==> config.mk <==
export PLATFORM = sky130hd
export DESIGN_NAME = flash_cmd_seq_flat
export DESIGN_NICKNAME = d
export VERILOG_FILES = /design/src/rtl/flash_cmd_seq_if.sv /design/src/rtl/flash_cmd_seq.sv /design/src/flat_wrapper.sv
export SDC_FILE = /design/constraint.sdc
export NUM_CORES = 1
export LEC_CHECK = 0
export ABC_AREA = 1
export CORE_MARGIN = 4
export CORE_UTILIZATION = 40
export DETAILED_ROUTE_END_ITERATION = 16
export GPL_TIMING_DRIVEN = 1
export PLACE_DENSITY = 0.8
export SYNTH_ARGS = -nofsm -noshare
export SYNTH_HDL_FRONTEND = slang
export SYNTH_SLANG_ARGS = --single-unit
export TNS_END_PERCENT = 100
==> constraint.sdc <==
create_clock -name CLK_50MHZ -period 1.7 [get_ports CLK_50MHZ]
set_input_delay 0.255 -clock CLK_50MHZ [delete_from_list [all_inputs] [get_ports CLK_50MHZ]]
set_output_delay 0.255 -clock CLK_50MHZ [all_outputs]
set_load 0.01 [all_outputs]
==> src/rtl/flash_cmd_seq_if.sv <==
// Request/response and flash-controller bus bundle for flash_cmd_seq.
// Handshake: a request transfers on a rising edge where req_valid & req_ready are both 1; the client holds
// req_* stable until then. rsp_valid and fb_action/fb_done are single-cycle pulses with no back-pressure.
interface flash_cmd_seq_if;
    logic       req_valid;
    logic       req_ready;
    logic       req_rw;
    logic [7:0] req_addr;
    logic [7:0] req_wdata;
    logic       rsp_valid;
    logic [7:0] rsp_rdata;
    logic       rsp_err;
    logic [7:0] addr;
    logic [7:0] data;
    logic       direction_rw;
    logic       fb_action;
    logic       fb_done;
    logic [7:0] fb_rdata;

    modport master (
        input  req_valid, req_rw, req_addr, req_wdata, fb_done, fb_rdata,
        output req_ready, rsp_valid, rsp_rdata, rsp_err, addr, data, direction_rw, fb_action
    );

    modport slave (
        output req_valid, req_rw, req_addr, req_wdata, fb_done, fb_rdata,
        input  req_ready, rsp_valid, rsp_rdata, rsp_err, addr, data, direction_rw, fb_action
    );
endinterface

==> src/rtl/flash_cmd_seq.sv <==
// Expands single-byte client read/program requests into StrataFlash command sequences
// (read-array, program, status poll, clear-status) on the byte-level flash controller bus.
module flash_cmd_seq #(
    parameter int unsigned POLL_MAX = 1023,
    parameter logic [7:0]  CMD_READ = 8'hFF,
    parameter logic [7:0]  CMD_PROG = 8'h40,
    parameter logic [7:0]  CMD_STAT = 8'h70,
    parameter logic [7:0]  CMD_CLR  = 8'h50
) (
    input  logic            CLK_50MHZ,
    input  logic            RST,
    flash_cmd_seq_if.master bus,
    output logic [3:0]      state_dbg
);
    localparam int unsigned PW = $clog2(POLL_MAX + 1);

    typedef enum logic [3:0] {
        IDLE, RD_CMD, RD_DATA, PR_SETUP, PR_DATA, ST_CMD, ST_POLL, CLR, RESP
    } state_t;

    state_t        state, state_nxt;
    logic          req_ready_q, req_ready_nxt;
    logic          rsp_valid_q, rsp_valid_nxt;
    logic [7:0]    rsp_rdata_q, rsp_rdata_nxt;
    logic          rsp_err_q, rsp_err_nxt;
    logic [7:0]    addr_q, addr_nxt;
    logic [7:0]    data_q, data_nxt;
    logic          dir_q, dir_nxt;
    logic          fb_action_q, fb_action_nxt;
    logic          array_mode, array_mode_nxt;
    logic [PW-1:0] poll_cnt, poll_cnt_nxt;
    logic [PW-1:0] poll_inc;
    logic [7:0]    wdata_q, wdata_nxt;

    assign poll_inc = poll_cnt + PW'(1);

    // Every bus state issues its transaction on the edge that enters it, then waits for fb_done.
    always_comb begin
        state_nxt      = state;
        req_ready_nxt  = req_ready_q;
        rsp_valid_nxt  = 1'b0;
        rsp_rdata_nxt  = rsp_rdata_q;
        rsp_err_nxt    = rsp_err_q;
        addr_nxt       = addr_q;
        data_nxt       = data_q;
        dir_nxt        = dir_q;
        fb_action_nxt  = 1'b0;
        array_mode_nxt = array_mode;
        poll_cnt_nxt   = poll_cnt;
        wdata_nxt      = wdata_q;
        case (state)
            IDLE: begin
                req_ready_nxt = 1'b1;
                if (bus.req_valid && req_ready_q) begin
                    req_ready_nxt = 1'b0;
                    poll_cnt_nxt  = '0;
                    wdata_nxt     = bus.req_wdata;
                    addr_nxt      = bus.req_addr;
                    fb_action_nxt = 1'b1;
                    if (bus.req_rw) begin
                        state_nxt      = PR_SETUP;
                        array_mode_nxt = 1'b0;
                        dir_nxt        = 1'b1;
                        data_nxt       = CMD_PROG;
                    end else if (array_mode) begin
                        state_nxt = RD_DATA;
                        dir_nxt   = 1'b0;
                    end else begin
                        state_nxt = RD_CMD;
                        dir_nxt   = 1'b1;
                        data_nxt  = CMD_READ;
                    end
                end
            end
            RD_CMD: if (bus.fb_done) begin
                array_mode_nxt = 1'b1;
                state_nxt      = RD_DATA;
                dir_nxt        = 1'b0;
                fb_action_nxt  = 1'b1;
            end
            RD_DATA: if (bus.fb_done) begin
                rsp_rdata_nxt = bus.fb_rdata;
                rsp_err_nxt   = 1'b0;
                rsp_valid_nxt = 1'b1;
                state_nxt     = RESP;
            end
            PR_SETUP: if (bus.fb_done) begin
                state_nxt     = PR_DATA;
                data_nxt      = wdata_q;
                fb_action_nxt = 1'b1;
            end
            PR_DATA: if (bus.fb_done) begin
                state_nxt     = ST_CMD;
                data_nxt      = CMD_STAT;
                fb_action_nxt = 1'b1;
            end
            ST_CMD: if (bus.fb_done) begin
                state_nxt     = ST_POLL;
                dir_nxt       = 1'b0;
                fb_action_nxt = 1'b1;
            end
            ST_POLL: if (bus.fb_done) begin
                // SR[7] = ready; SR[4]/SR[3]/SR[1] = program, VPP and block-lock errors.
                rsp_rdata_nxt = bus.fb_rdata;
                poll_cnt_nxt  = poll_inc;
                if (bus.fb_rdata[7] && !(bus.fb_rdata[4] || bus.fb_rdata[3] || bus.fb_rdata[1])) begin
                    rsp_err_nxt   = 1'b0;
                    rsp_valid_nxt = 1'b1;
                    state_nxt     = RESP;
                end else if (bus.fb_rdata[7] || poll_inc >= PW'(POLL_MAX)) begin
                    rsp_err_nxt   = 1'b1;
                    state_nxt     = CLR;
                    dir_nxt       = 1'b1;
                    data_nxt      = CMD_CLR;
                    fb_action_nxt = 1'b1;
                end else begin
                    fb_action_nxt = 1'b1;
                end
            end
            CLR: if (bus.fb_done) begin
                rsp_valid_nxt = 1'b1;
                state_nxt     = RESP;
            end
            RESP: begin
                req_ready_nxt = 1'b1;
                state_nxt     = IDLE;
            end
            default: state_nxt = IDLE;
        endcase
    end

    always_ff @(posedge CLK_50MHZ) begin
        if (!RST) begin
            state       <= IDLE;
            req_ready_q <= 1'b0;
            rsp_valid_q <= 1'b0;
            rsp_rdata_q <= 8'h00;
            rsp_err_q   <= 1'b0;
            addr_q      <= 8'h00;
            data_q      <= 8'h00;
            dir_q       <= 1'b0;
            fb_action_q <= 1'b0;
            array_mode  <= 1'b0;
            poll_cnt    <= '0;
            wdata_q     <= 8'h00;
        end else begin
            state       <= state_nxt;
            req_ready_q <= req_ready_nxt;
            rsp_valid_q <= rsp_valid_nxt;
            rsp_rdata_q <= rsp_rdata_nxt;
            rsp_err_q   <= rsp_err_nxt;
            addr_q      <= addr_nxt;
            data_q      <= data_nxt;
            dir_q       <= dir_nxt;
            fb_action_q <= fb_action_nxt;
            array_mode  <= array_mode_nxt;
            poll_cnt    <= poll_cnt_nxt;
            wdata_q     <= wdata_nxt;
        end
    end

    assign bus.req_ready    = req_ready_q;
    assign bus.rsp_valid    = rsp_valid_q;
    assign bus.rsp_rdata    = rsp_rdata_q;
    assign bus.rsp_err      = rsp_err_q;
    assign bus.addr         = addr_q;
    assign bus.data         = data_q;
    assign bus.direction_rw = dir_q;
    assign bus.fb_action    = fb_action_q;
    assign state_dbg        = state;
endmodule

==> src/flat_wrapper.sv <==
// flat-port wrapper written by rule: the top's interface ports become plain ports
module flash_cmd_seq_flat 
#(
    parameter int unsigned POLL_MAX = 1023,
    parameter logic [7:0]  CMD_READ = 8'hFF,
    parameter logic [7:0]  CMD_PROG = 8'h40,
    parameter logic [7:0]  CMD_STAT = 8'h70,
    parameter logic [7:0]  CMD_CLR  = 8'h50
)
  (CLK_50MHZ, RST, state_dbg, bus_req_valid, bus_req_rw, bus_req_addr, bus_req_wdata, bus_fb_done, bus_fb_rdata, bus_req_ready, bus_rsp_valid, bus_rsp_rdata, bus_rsp_err, bus_addr, bus_data, bus_direction_rw, bus_fb_action);
  flash_cmd_seq_if bus_i ();
  input  logic CLK_50MHZ;
  input  logic RST;
  output logic [3:0] state_dbg;
  input wire logic [$bits(bus_i.req_valid)-1:0] bus_req_valid;
  input wire logic [$bits(bus_i.req_rw)-1:0] bus_req_rw;
  input wire logic [$bits(bus_i.req_addr)-1:0] bus_req_addr;
  input wire logic [$bits(bus_i.req_wdata)-1:0] bus_req_wdata;
  input wire logic [$bits(bus_i.fb_done)-1:0] bus_fb_done;
  input wire logic [$bits(bus_i.fb_rdata)-1:0] bus_fb_rdata;
  output wire logic [$bits(bus_i.req_ready)-1:0] bus_req_ready;
  output wire logic [$bits(bus_i.rsp_valid)-1:0] bus_rsp_valid;
  output wire logic [$bits(bus_i.rsp_rdata)-1:0] bus_rsp_rdata;
  output wire logic [$bits(bus_i.rsp_err)-1:0] bus_rsp_err;
  output wire logic [$bits(bus_i.addr)-1:0] bus_addr;
  output wire logic [$bits(bus_i.data)-1:0] bus_data;
  output wire logic [$bits(bus_i.direction_rw)-1:0] bus_direction_rw;
  output wire logic [$bits(bus_i.fb_action)-1:0] bus_fb_action;
  assign bus_i.req_valid = bus_req_valid;
  assign bus_i.req_rw = bus_req_rw;
  assign bus_i.req_addr = bus_req_addr;
  assign bus_i.req_wdata = bus_req_wdata;
  assign bus_i.fb_done = bus_fb_done;
  assign bus_i.fb_rdata = bus_fb_rdata;
  assign bus_req_ready = bus_i.req_ready;
  assign bus_rsp_valid = bus_i.rsp_valid;
  assign bus_rsp_rdata = bus_i.rsp_rdata;
  assign bus_rsp_err = bus_i.rsp_err;
  assign bus_addr = bus_i.addr;
  assign bus_data = bus_i.data;
  assign bus_direction_rw = bus_i.direction_rw;
  assign bus_fb_action = bus_i.fb_action;
  flash_cmd_seq #(.POLL_MAX(POLL_MAX), .CMD_READ(CMD_READ), .CMD_PROG(CMD_PROG), .CMD_STAT(CMD_STAT), .CMD_CLR(CMD_CLR)) u_core (.CLK_50MHZ(CLK_50MHZ), .RST(RST), .bus(bus_i), .state_dbg(state_dbg));
endmodule
==> results.py, run 1 <==
metrics = {
    "timing": {
        "rsz0062_at_grt": "yes",
        "hold_violations": 0,
        "layout_setup_ws_ns": -0.132,
        "slew_headroom_pct": 66.5,
        "setup_viol": 13,
        "period_minus_slack_ns": 1.83,
        "fin_skew_ns": 0.00904,
        "finalCritPeriodShare_pct": 108,
        "tightest_slew_ns": 0.502,
        "fmax_mhz": 546,
        "drv_slew": 0,
    },
    "cts": {
        "insertion_delay_ns": 0.32,
        "cts_buffers": 5,
        "cts.sinks": 52,
        "clock_path_buffers": 2,
        "ctsRootBufferMaster": "clkbuf_8",
        "htree_levels": 2,
        "cts_tree": "yes",
        "clk_pin_slew_worst_paths_ns": 0.09,
        "ctsHoldBuffers": 0,
    },
    "critical_path": {
        "reg2reg_slack_ns": -0.13,
        "path_buf_inv": 2,
        "crit_chain": "ha_4 -> nand2_4 -> nor2_4 -> nand3_2 -> nand2_2 -> nand2_2 -> nor2_2 -> nand3_2 -> nand2_4 -> buf_12 -> nand3_4 -> nand2_1 -> inv_1 -> nor2_1",
        "worstPathArrival_ns": 2.08,
        "critPathSlowestCell": "dfxtp_4",
        "critical_path.top_delay_family": "simple AND/OR/NAND/NOR gates",
        "cp_max_fo": 8,
        "slowest_delay_ns": 0.38,
        "end_kind": "flip-flop",
        "cp.required_ns": 1.95,
        "cp-start-kind": "flip-flop",
        "worstSetupPathType": "reg2reg",
    },
    "die": {
        "die_w_um": 88.6,
        "initial_core_util_pct": 41.2,
        "rows": 29,
        "pin_count": 62,
        "die_height_um": 88.6,
        "placeableCoreArea_um2": 6310,
        "dieArea_um2": 7850,
    },
    "logic_synthesis": {
        "synth_cell_types": 33,
        "postSynthAreaPerCell_um2": 6.72,
        "syn_inst": 387,
        "ys_seq_elements": 52,
        "synth.largest_area_cell": "dfxtp_1",
        "yosys.area.top_type_share_pct": 40.0,
        "yosys-top-cells-area": "dfxtp_1 40%, nand2_1 10%, nor2_1 9.7%",
        "dominantRegCellSynth": "dfxtp_1",
        "synth_nets": 418,
        "netlist_area_um2": 2600,
        "yosysSeqAreaShare_pct": 40.0,
        "synth_edf_count": 0,
        "synth-async-reset-ratio_pct": 0,
        "synth_warnings": 0,
    },
    "drt": {
        "via_per_inst": 4.97,
        "wirelength_mm": 7.19,
        "ant_nets": 0,
        "via_count": 2783,
        "drtIter0Drc": 160,
        "first_pass_iters": 5,
        "wl_per_cell_um": 12.8,
        "drc": 0,
    },
    "grt": {
        "grt_max_degree": 38,
        "overflow": 0,
        "grt_pass1_vias": 2628,
        "grt_pass1_wl_mm": 11.7,
        "grt_usage_pct": 18.7,
        "antenna_found_initial": 0,
    },
    "power": {
        "seq_power_share_pct": 34.0,
        "p_total_mw": 4.73,
        "combPwrFrac_pct": 50.0,
        "switching_share_pct": 38.5,
        "p_per_area_nw_per_um2": 1230,
        "p_clk_share_pct": 16.0,
        "net-switching-power_mw": 1.82,
        "p_int_mw": 2.91,
        "max-vdd-ir-drop_uv": 877,
        "static-leakage-power_nw": 1.66,
    },
    "min_path": {
        "hold_path.class": "reg2reg",
    },
    "layout": {
        "diodes": 0,
        "area_delta_synth_final_pct": 48.3,
        "utilization_pct": 61.1,
        "fin_nets": 513,
        "fillers": 571,
        "post_route_cells_drive_above_1_share_pct": 20.9,
    },
    "job": {
        "drv_cap": 0,
    },
    "placed_design": {
        "hpwl_mm": 4.91,
        "port-buffer-count": 61,
        "gp_congestion": 0.932,
    },
    "outcome": {
        "status": "complete, but fails checks",
        "violations": "setup timing",
    },
}
power by group through the flow:
stage	clock [mW]	combinational [mW]	sequential [mW]
floorplan	0	1.16	1.72
CTS	0.765	2.27	1.60
global placement	0	2.18	1.61
detailed placement	0	2.22	1.62
finish	0.754	2.36	1.61
global route	0.815	2.62	1.64
layer usage:
metal | track usage (%) | share of wire [%]
met1 | 23.0 | 43
met2 | 32.0 | 49
met3 | 4.75 | 6.8
met4 | 6.04 | 1.4
met5 | 0 | 0
cells by family after synthesis:
group,Yosys count,share of synthesized area [%]
flops,52,40.0
compound gates,65,13.3
fa+ha+maj,2,0.962
simple gates,191,34.0
buf+inv,76,11.4
xor+xnor,1,0.337
layout make-up:
type | count | area (µm²) | area share (%)
well taps | 77 | 96.3 | 2.50
inverters | 64 | 243 | 6.29
clock inverters | 2 | 15.0 | 0.389
flip-flops and latches | 52 | 1050 | 27.3
clock buffers | 6 | 82.6 | 2.14
multi-input cells | 259 | 1370 | 35.5
repair buffers | 100 | 998 | 25.9
timing repair:
action                                  4_1_cts  5_1_grt
pin swaps                                    14       21
endpoints found under the setup margin       13       31
setup buffers                                 2        3
gates resized for setup                      16       29
cloned                                        2        0
worst paths after layout:
path | start | end | cells after the start
max | u_core.poll_cnt[0]$_SDFFE_PN0P_ | u_core.bus.data[3]$_SDFFE_PN0P_ | 14
max reg2reg | u_core.poll_cnt[0]$_SDFFE_PN0P_ | u_core.bus.data[3]$_SDFFE_PN0P_ | 14
min reg2reg | u_core.wdata_q[7]$_SDFFE_PN0P_ | u_core.wdata_q[7]$_SDFFE_PN0P_ | 2
min | u_core.wdata_q[7]$_SDFFE_PN0P_ | u_core.wdata_q[7]$_SDFFE_PN0P_ | 2
synthesized netlist by cell type, types with 2 or more instances:
cell type,count
dfxtp_1,52
nand3_1,19
nor2_4,2
o21ai_0,35
inv_1,58
o21ai_1,2
clkbuf_1,10
nand2_2,5
nor3_1,3
nand2_1,69
nand4_1,13
a21oi_1,21
inv_2,5
nor2_2,4
nand3b_1,2
o21bai_1,2
ha_1,2
a311oi_1,2
nor2_1,67
tightest hold or removal path, cell delays in order (launching register included):
cell and delay [ns]:
dfxtp_1 0.31, inv_1 0.06, a21oi_1 0.05
per-stage QoR:
| step | worst slack (ns) | std cells | setup TNS, ns | instance area [µm²] | hold slack (ns) |
|---|---|---|---|---|---|
| finish | -0.132 | 560 | -1.09 | 3860 | 0.454 |
| global route | -0.269 | 560 | -2.91 | 3860 | 0.481 |
| CTS | -0.104 | 559 | -1.16 | 3800 | 0.453 |
| detailed placement | -0.113 | 547 | -1.60 | 3570 | 0.439 |
| global placement | -0.0474 | 547 | -0.581 | 3570 | 0.439 |
| floorplan | 0.0173 | 387 | 0 | 2600 | 0.390 |
flip-flops by register name, indices dropped and copies added, names as in the netlist:
register,count
u_core.array_mode,1
u_core.bus.addr,8
u_core.bus.data,8
u_core.bus.direction_rw,1
u_core.bus.fb_action,1
u_core.bus.req_ready,1
u_core.bus.rsp_err,1
u_core.bus.rsp_rdata,8
u_core.bus.rsp_valid,1
u_core.poll_cnt,10
u_core.state_dbg,4
u_core.wdata_q,8
layout by cell type (no fill, tap or decap), drive strengths merged, types with 2 or more instances in the layout:
cell type	n
nand2	74
a311oi	2
nand3	20
nor3	5
dfxtp	52
ha	2
nor2	73
clkdlybuf4s50	61
nand4	13
o21bai	2
clkinvlp	2
a21oi	22
clkbuf	6
nand3b	2
inv	63
buf	39
o21ai	37
No activity file was read; power rests on OpenSTA's default activity.
==> run 2: changes to the inputs <==
Settings changed: CTS_CLUSTER_SIZE set to 30.
==> results of run 2 <==
Final layout, timing and power as in run 1 (identical DEF).
